==> src/rtl/bram_access_arbiter.sv <==
// Shares one single-port BRAM between a write loader and N_RD round-robin read lanes.
// Writes normally win; a saturating starvation counter forces a read through.
module bram_access_arbiter #(
  parameter int WIDTH        = 8,
  parameter int DEPTH        = 784,
  parameter int DEPTH_BITS   = 10,
  parameter int N_RD         = 4,
  parameter int STARVE_LIMIT = 8
) (
  input  logic                       clk,
  input  logic                       rst,
  input  logic                       wr_req,
  input  logic [DEPTH_BITS-1:0]      wr_addr,
  input  logic [WIDTH-1:0]           wr_data,
  output logic                       wr_gnt,
  input  logic [N_RD-1:0]            rd_req,
  input  logic [N_RD*DEPTH_BITS-1:0] rd_addr,
  output logic [N_RD-1:0]            rd_gnt,
  output logic [N_RD-1:0]            rd_valid,
  output logic [WIDTH-1:0]           rd_data,
  output logic                       ram_write_en,
  output logic [DEPTH_BITS-1:0]      ram_write_address,
  output logic [WIDTH-1:0]           ram_write_data_in,
  output logic                       ram_read_en,
  output logic [DEPTH_BITS-1:0]      ram_read_address,
  input  logic [WIDTH-1:0]           ram_read_data_out
);

  localparam int PTR_W = (N_RD > 1) ? $clog2(N_RD) : 1;
  localparam int CW    = PTR_W + 1;
  localparam int CNT_W = $clog2(STARVE_LIMIT + 1);

  if (DEPTH > (1 << DEPTH_BITS)) begin : g_depth_check
    $error("DEPTH does not fit in DEPTH_BITS");
  end
  if (N_RD < 2 || N_RD > 8) begin : g_nrd_check
    $error("N_RD must be in 2..8");
  end

  logic [PTR_W-1:0] rr_ptr_q, rr_ptr_d;
  logic [CNT_W-1:0] starve_q, starve_d;
  logic [N_RD-1:0]  rd_valid_q;

  logic             rd_any;
  logic             force_rd;
  logic             rd_hit;
  logic             rd_granted;
  logic [PTR_W-1:0] rd_lane;
  logic [CW-1:0]    cand;

  assign rd_any   = |rd_req;
  assign force_rd = rd_any && (starve_q == CNT_W'(STARVE_LIMIT));
  assign wr_gnt   = !rst && wr_req && !force_rd;

  // NOTE: every signal written in always_comb gets a default first, so no path leaves it unassigned and no latch is inferred.
  always_comb begin : rr_scan
    rd_hit  = 1'b0;
    rd_lane = '0;
    cand    = '0;
    for (int i = 0; i < N_RD; i++) begin
      cand = CW'(rr_ptr_q) + CW'(i);
      if (cand >= CW'(N_RD)) cand = cand - CW'(N_RD);
      if (!rd_hit && rd_req[cand[PTR_W-1:0]]) begin
        rd_hit  = 1'b1;
        rd_lane = cand[PTR_W-1:0];
      end
    end
  end

  always_comb begin : rd_grant
    rd_gnt = '0;
    if (!rst && rd_hit && !wr_gnt) rd_gnt[rd_lane] = 1'b1;
  end

  assign rd_granted = |rd_gnt;

  always_comb begin : next_state
    starve_d = starve_q;
    rr_ptr_d = rr_ptr_q;
    if (rd_granted || !rd_any) starve_d = '0;
    else if (wr_gnt && starve_q != CNT_W'(STARVE_LIMIT)) starve_d = starve_q + CNT_W'(1);
    if (rd_granted) rr_ptr_d = (rd_lane == PTR_W'(N_RD - 1)) ? '0 : rd_lane + PTR_W'(1);
  end

  // NOTE: sequential state uses non-blocking assignments so every register samples pre-edge values.
  always_ff @(posedge clk or posedge rst) begin
    if (rst) begin
      rr_ptr_q   <= '0;
      starve_q   <= '0;
      rd_valid_q <= '0;
    end else begin
      rr_ptr_q   <= rr_ptr_d;
      starve_q   <= starve_d;
      rd_valid_q <= rd_gnt;
    end
  end

  assign ram_write_en      = wr_gnt;
  assign ram_write_address = wr_addr;
  assign ram_write_data_in = wr_data;
  assign ram_read_en       = rd_granted;
  assign ram_read_address  = rd_granted ? rd_addr[int'(rd_lane)*DEPTH_BITS +: DEPTH_BITS] : '0;
  assign rd_valid          = rd_valid_q;
  assign rd_data           = ram_read_data_out;

endmodule
==> config.mk <==
export PLATFORM = sky130hd
export DESIGN_NAME = bram_access_arbiter
export DESIGN_NICKNAME = d
export VERILOG_FILES = /design/src/rtl/bram_access_arbiter.sv
export SDC_FILE = /design/constraint.sdc
export NUM_CORES = 1
export LEC_CHECK = 0
export CAP_MARGIN = 20
export CORE_ASPECT_RATIO = 0.75
export CORE_MARGIN = 4
export CORE_UTILIZATION = 33
export CTS_CLUSTER_DIAMETER = 30
export CTS_CLUSTER_SIZE = 24
export DETAILED_ROUTE_END_ITERATION = 8
export PLACE_DENSITY = 0.95
export SETUP_SLACK_MARGIN = 0.3
export SYNTH_ARGS = -nofsm -noshare
export SYNTH_HDL_FRONTEND = slang
export SYNTH_SLANG_ARGS = --single-unit
export TNS_END_PERCENT = 20
==> constraint.sdc <==
create_clock -name clk -period 5.8 [get_ports clk]
set_input_delay 0.58 -clock clk [delete_from_list [all_inputs] [get_ports clk]]
set_output_delay 0.58 -clock clk [all_outputs]
set_load 0.02 [all_outputs]
Yosys cells after proc, flatten, opt, wreduce, memory -nomap -nowiden
Cells that the tools add are included.
{"block": "word_totals", "inputBits": 73, "rom_bits": 0, "latch_bits": 0, "out_inout_bits": 47, "word_cells": 75, "ff_bits": 10, "n_memories": 0, "ramBits": 0}
{"block": "classes", "n_addsub": 9, "multipliers": 1, "muxes": 27, "reduce_logical": 21, "div_mod_pow": 0, "bitwise": 0, "magnitude_cmp": 10, "shift": 1, "n_eq_ne": 3}
{"operator": "variable part select 40 x 7 -> 10 bit", "count": 1}
{"operator": "two-way mux 2 bit", "count": 9}
{"operator": "< comparator 2 x 3 -> 1 bit (second input constant)", "count": 5}
{"operator": "two-way mux 4 bit", "count": 3}
{"operator": "logical AND 1 bit", "count": 10}
{"operator": "two-way mux 10 bit", "count": 1}
{"operator": ">= comparator 3 bit (second input constant)", "count": 3}
{"operator": "two-way mux 1 bit", "count": 9}
{"operator": "binary-select mux 1 bit (select 2 bit)", "count": 4}
{"operator": "OR reduction 4 bit", "count": 2}
{"operator": "subtractor 2 x 1 -> 2 bit (second input constant)", "count": 4}
{"operator": "zero test 1 bit", "count": 7}
{"operator": "adder 2 x 2 -> 3 bit (second input constant)", "count": 2}
{"operator": "multiplier 2 x 3 -> 5 bit (second input constant)", "count": 1}
{"operator": "adder 4 x 1 -> 4 bit (second input constant)", "count": 1}
{"operator": "== test 4 bit (second input constant)", "count": 1}
{"operator": "!= test 4 bit (second input constant)", "count": 1}
{"operator": "adder 2 x 1 -> 3 bit (second input constant)", "count": 1}
{"operator": ">= comparator 2 x 3 -> 1 bit (second input constant)", "count": 1}
{"operator": "adder 2 x 1 -> 2 bit (second input constant)", "count": 1}
{"operator": "demux 1 bit (select 2 bit)", "count": 1}
{"operator": "== test 2 bit (second input constant)", "count": 1}
{"operator": ">= comparator 2 x 1 -> 1 bit (second input constant)", "count": 1}
{"operator": "nonzero test 2 bit", "count": 1}
{"operator": "logical OR 1 bit", "count": 1}

Logic depth before layout (Yosys ltp)
{"block": "depth", "word_depth": 22, "ltp_mapped": 9, "ltp_nobuf": 8}

Least setup slack after synthesis
OpenSTA, ideal clock, no wires.
{"block": "synth_timing", "path_type": "in2out", "from": "in rd_req[0]", "to": "out ram_read_address[0]", "t_required_ns": 5.220, "cell_stages": 8, "setup_slack_ns": 2.904, "path_buffers": 2, "arrival_time_ns": 2.316, "cell_sequence": "mux2_4 a221oi_4 buf_6 inv_1 ha_1 o31ai_2 buf_6 a211oi_2"}
{"block": "synth_via", "elab_chain_cells": 19, "elab_cells_between_ends": 39, "cone_classes": "mul: 1; order compare: 2; shift: 1; mux: 20; reduce/logical: 15"}
{"item": "start: declaration", "line": "16", "source": "input logic [N_RD-1:0] rd_req,"}
{"item": "branches (longest 18 deep; another with binary-select mux 1 bit (select 2 bit))"}
{"item": "two-way mux 10 bit (*)", "line": "102", "source": "assign ram_read_address = rd_granted ? rd_addr[int'(rd_lane)*DEPTH_BITS +: DEPTH_BITS] : '0;"}
{"item": "end: declaration", "line": "25", "source": "output logic [DEPTH_BITS-1:0] ram_read_address,"}
Mark *: on every way between the ends. The select of a mux whose other input is x is not followed.

Final worst setup path
{"block": "layout_timing", "from": "in rd_req[0]", "to": "out ram_read_address[6]"}
The elaborated chain is that of the path after synthesis.

==> reports/qor.yml <==
outcome:
  status: "complete, no violations"
critical_path:
  arrival_ps: 4090
  worst_setup_path_start_kind: "input pin"
  cp_slowest_cell: "o21ai_0"
  crit_path_capture_type: "output port"
  critPathMaxFanout: 22
  count_of_buffering_cells_on_the_critical_path_with_inverters_included: 4
  critical_path.top_delay_family: "buffers and inverters"
  regToRegStartpoint: "rr_ptr_q[0]"
  path_cells: "clkdlybuf4s50_1 > nor2b_1 > o21ai_0 > nand2_2 > inv_2 > ha_1 > o31ai_2 > buf_6 > a211oi_2 > clkdlybuf4s50_1"
  r2r-end: "rr_ptr_q[1]"
  critical-path-max-stage-delay_ps: 760
  timing.reg2reg.worst_path_depth: 8
  worstSetupPathDepth: 10
  crit_top_cell: "clkdlybuf4s50_1"
  setup.worst_path.class: "input pin to output port"
  register_to_register_path_setup_slack_ps: 3150
  worst_ep_required_time_ps: 5220
die:
  io_pins: 120
  die_h_um: 61.6
  initial_utilization_pct: 34.3
  die_width_um: 79.5
  die_area_um2: 4900
  core_region_area_um2: 3680
  placement_rows: 19
place:
  gp_congestion: 0.816
  dpl_worst_slack_ps: 1160
  buffer_ports.inserted: 67
  placedInstanceArea_um2: 1760
  place_hpwl_um: 2860
min_path:
  hold_start: "starve_q[3]"
  worst_hold_path.endpoint: "starve_q[3]"
  worst_hold_path.num_cells: 2
  timing.hold.worst.class: "register to register"
logic_synthesis:
  number_of_flops_mapped_to_enable_cells_by_yosys: 0
  yosys_warnings: 0
  postSynthRegisterBits: 10
  synth_common_cells: "buf_4, a211oi_2, mux2i_1"
  cell_with_the_most_instances_after_synthesis: "buf_4"
  avgSynthCellArea_um2: 9.73
  synth-async-reset-ratio_pct: 100
  synth_area_um2: 1260
  most_instantiated_flip_flop_cell_in_the_synthesis_netlist: "dfrtp_1"
  synth_nets: 206
  ys_top_cells_by_area: "dfrtp_1, a211oi_2, buf_4"
  yosys.area.top_type_share_pct: 19.8
  syn_inst_count: 130
  synth_sequential_area_ratio_pct: 19.8
  ys_types: 34
  synthDominantAreaCellType: "dfrtp_1"
clock_network:
  cts_hold_repair.buffers: 0
  post_cts.repair.setup_buffers: 0
  reg_clk_slew_reported_paths_ps: 40
  ctsLongestPathBuffers: 2
  number_of_h_tree_branching_levels: 1
  cts_tree: "done"
  cts_buffers: 3
  cts.sinks: 10
  cts_resized: 0
  insertion_delay_ps: 240
  cts_root_buffer: "clkbuf_8"
power:
  switching_share_pct: 43.9
  power.internal_w: 0.000271
  power.share.sequential_pct: 20.4
  comb_power_share_pct: 65.1
  power.share.clock_pct: 14.5
  vdd_ir_drop_max_mv: 0.0978
  p_leak_nw: 0.701
  netSwitchingPower_w: 0.000212
  final_total_pwr_w: 0.000483
  power_density_nw_per_um2: 268
run:
  maxCapViolCount: 0
detailed_routing:
  route.detailed.vias_per_inst: 5.04
  drt-pass1-iter-count: 4
  drt_wl_total_um: 3450
  drc: 0
  vias: 1108
  detail_route.wl_per_cell_um: 15.7
  antenna_left: 0
  first_iter_violations: 43
sta:
  tightest_slew_ps: 981
  skew_ps: 0.540
  slew-limit-headroom_pct: 33.9
  grt_setup_unrepaired: "false"
  clock.fmax_mhz: 214
  post-route-period-util_pct: 80.6
  final_critical_path_setup_slack_ps: 1130
  post-route-min-period_ps: 4670
  final-hold-violation-count: 0
  report.final.slew_viol_count: 0
  tns_ps: 0
  report.final.setup_viol: 0
cells_and_area:
  area_growth_from_synthesis_to_layout_pct: 42.2
  final_cell_area_um2: 1800
  post_route_cells_drive_above_1_share_pct: 18.5
  layout.filler_cells: 331
  ff_latch_area_um2: 250
  nNetsFinal: 246
  num_antenna_cells: 0
  multi_input_comb_area_um2: 723
global_route:
  vias_in_the_first_global_route: 1107
  grt_max_degree: 25
  grt_usage_pct: 13.5
  antenna_found_initial: 0
  gr-total-overflow: 0
  grt_first_pass_wirelength_um: 5090
-- placed cells by master, fill, tap and decap left out, types with 2 or more instances in the layout --
cell type / Yosys / final
nor3_1: 4 / 4
inv_2: 2 / 2
inv_1: 6 / 6
mux2i_1: 12 / 12
dfrtp_1: 10 / 10
a21boi_0: 11 / 11
nor2_1: 2 / 2
a21oi_1: 2 / 2
ha_1: 3 / 3
clkbuf_8: 0 / 3
xor2_1: 2 / 2
nand2_1: 3 / 3
clkdlybuf4s50_1: 0 / 67
a211oi_2: 18 / 18
a211oi_1: 2 / 2
nor2b_1: 3 / 3
-- final cells by class --
type                    count  share of cell area (%)
flip-flops and latches     10                    13.9
repair buffers             69                    38.3
well taps                  52                    3.62
inverters                   8                    1.67
multi-input cells          78                    40.2
clock buffers               3                    2.29
-- worst register-to-register path: stages, from the launching register on --
cell and delay [ps]:
dfrtp_1 340, nor2b_1 40, o21ai_0 760, nand2_2 210
inv_2 470, ha_1 310, o31ai_2 140, inv_2 100
mux2i_1 180
-- power groups by stage --
| stage | logic (W) | clock network (W) | registers, W |
|---|---|---|---|
| floorplan | 0.000249 | 0 | 0.0000999 |
| global placement | 0.000301 | 0 | 0.0000981 |
| detailed placement | 0.000315 | 0 | 0.0000990 |
| CTS | 0.000316 | 0.0000720 | 0.0000977 |
| global route | 0.000341 | 0.0000752 | 0.0000999 |
| finish | 0.000315 | 0.0000701 | 0.0000984 |
-- kinds of logic after synthesis --
group	share of synthesized area, %
simple gates	9.60
mux	10.7
compound gates	31.8
buf+inv	23.0
xor+xnor	2.08
fa+ha+maj	2.97
flops	19.8
-- flip-flops by register name (all words and copies together) (netlist names) --
| name | flops |
|---|---|
| starve_q | 4 |
| rd_valid | 4 |
| rr_ptr_q | 2 |
-- worst max path at each step --
stage,slack [ps],to,start
2_1_floorplan,2900,ram_read_address[0],rd_req[0]
3_3_place_gp,1180,ram_read_en,rd_req[1]
3_5_place_dp,1160,ram_read_address[6],rd_req[0]
4_1_cts,1150,ram_read_address[6],rd_req[0]
5_1_grt,810,ram_read_address[4],rd_req[0]
6_report,1130,ram_read_address[6],rd_req[0]
-- metrics by stage --
step	instances	hold WS (ps)	util, %
after floorplan	130	420	-
after global placement	216	583	47.4
after detailed placement	217	583	47.7
after CTS	220	602	48.8
after global routing	220	660	48.8
final	220	606	48.8
-- routing by layer --
| metal | GRT usage (%) | vias to the layer above | part of all wire, % |
|---|---|---|---|
| met5 | 0 | - | 0 |
| met4 | 7.11 | 0 | 2.1 |
| met3 | 5.99 | 9 | 10 |
| met2 | 22.5 | 57 | 48 |
| met1 | 14.9 | 521 | 39 |
| li1 | - | 521 | - |
(Power assumes the default switching activity.)
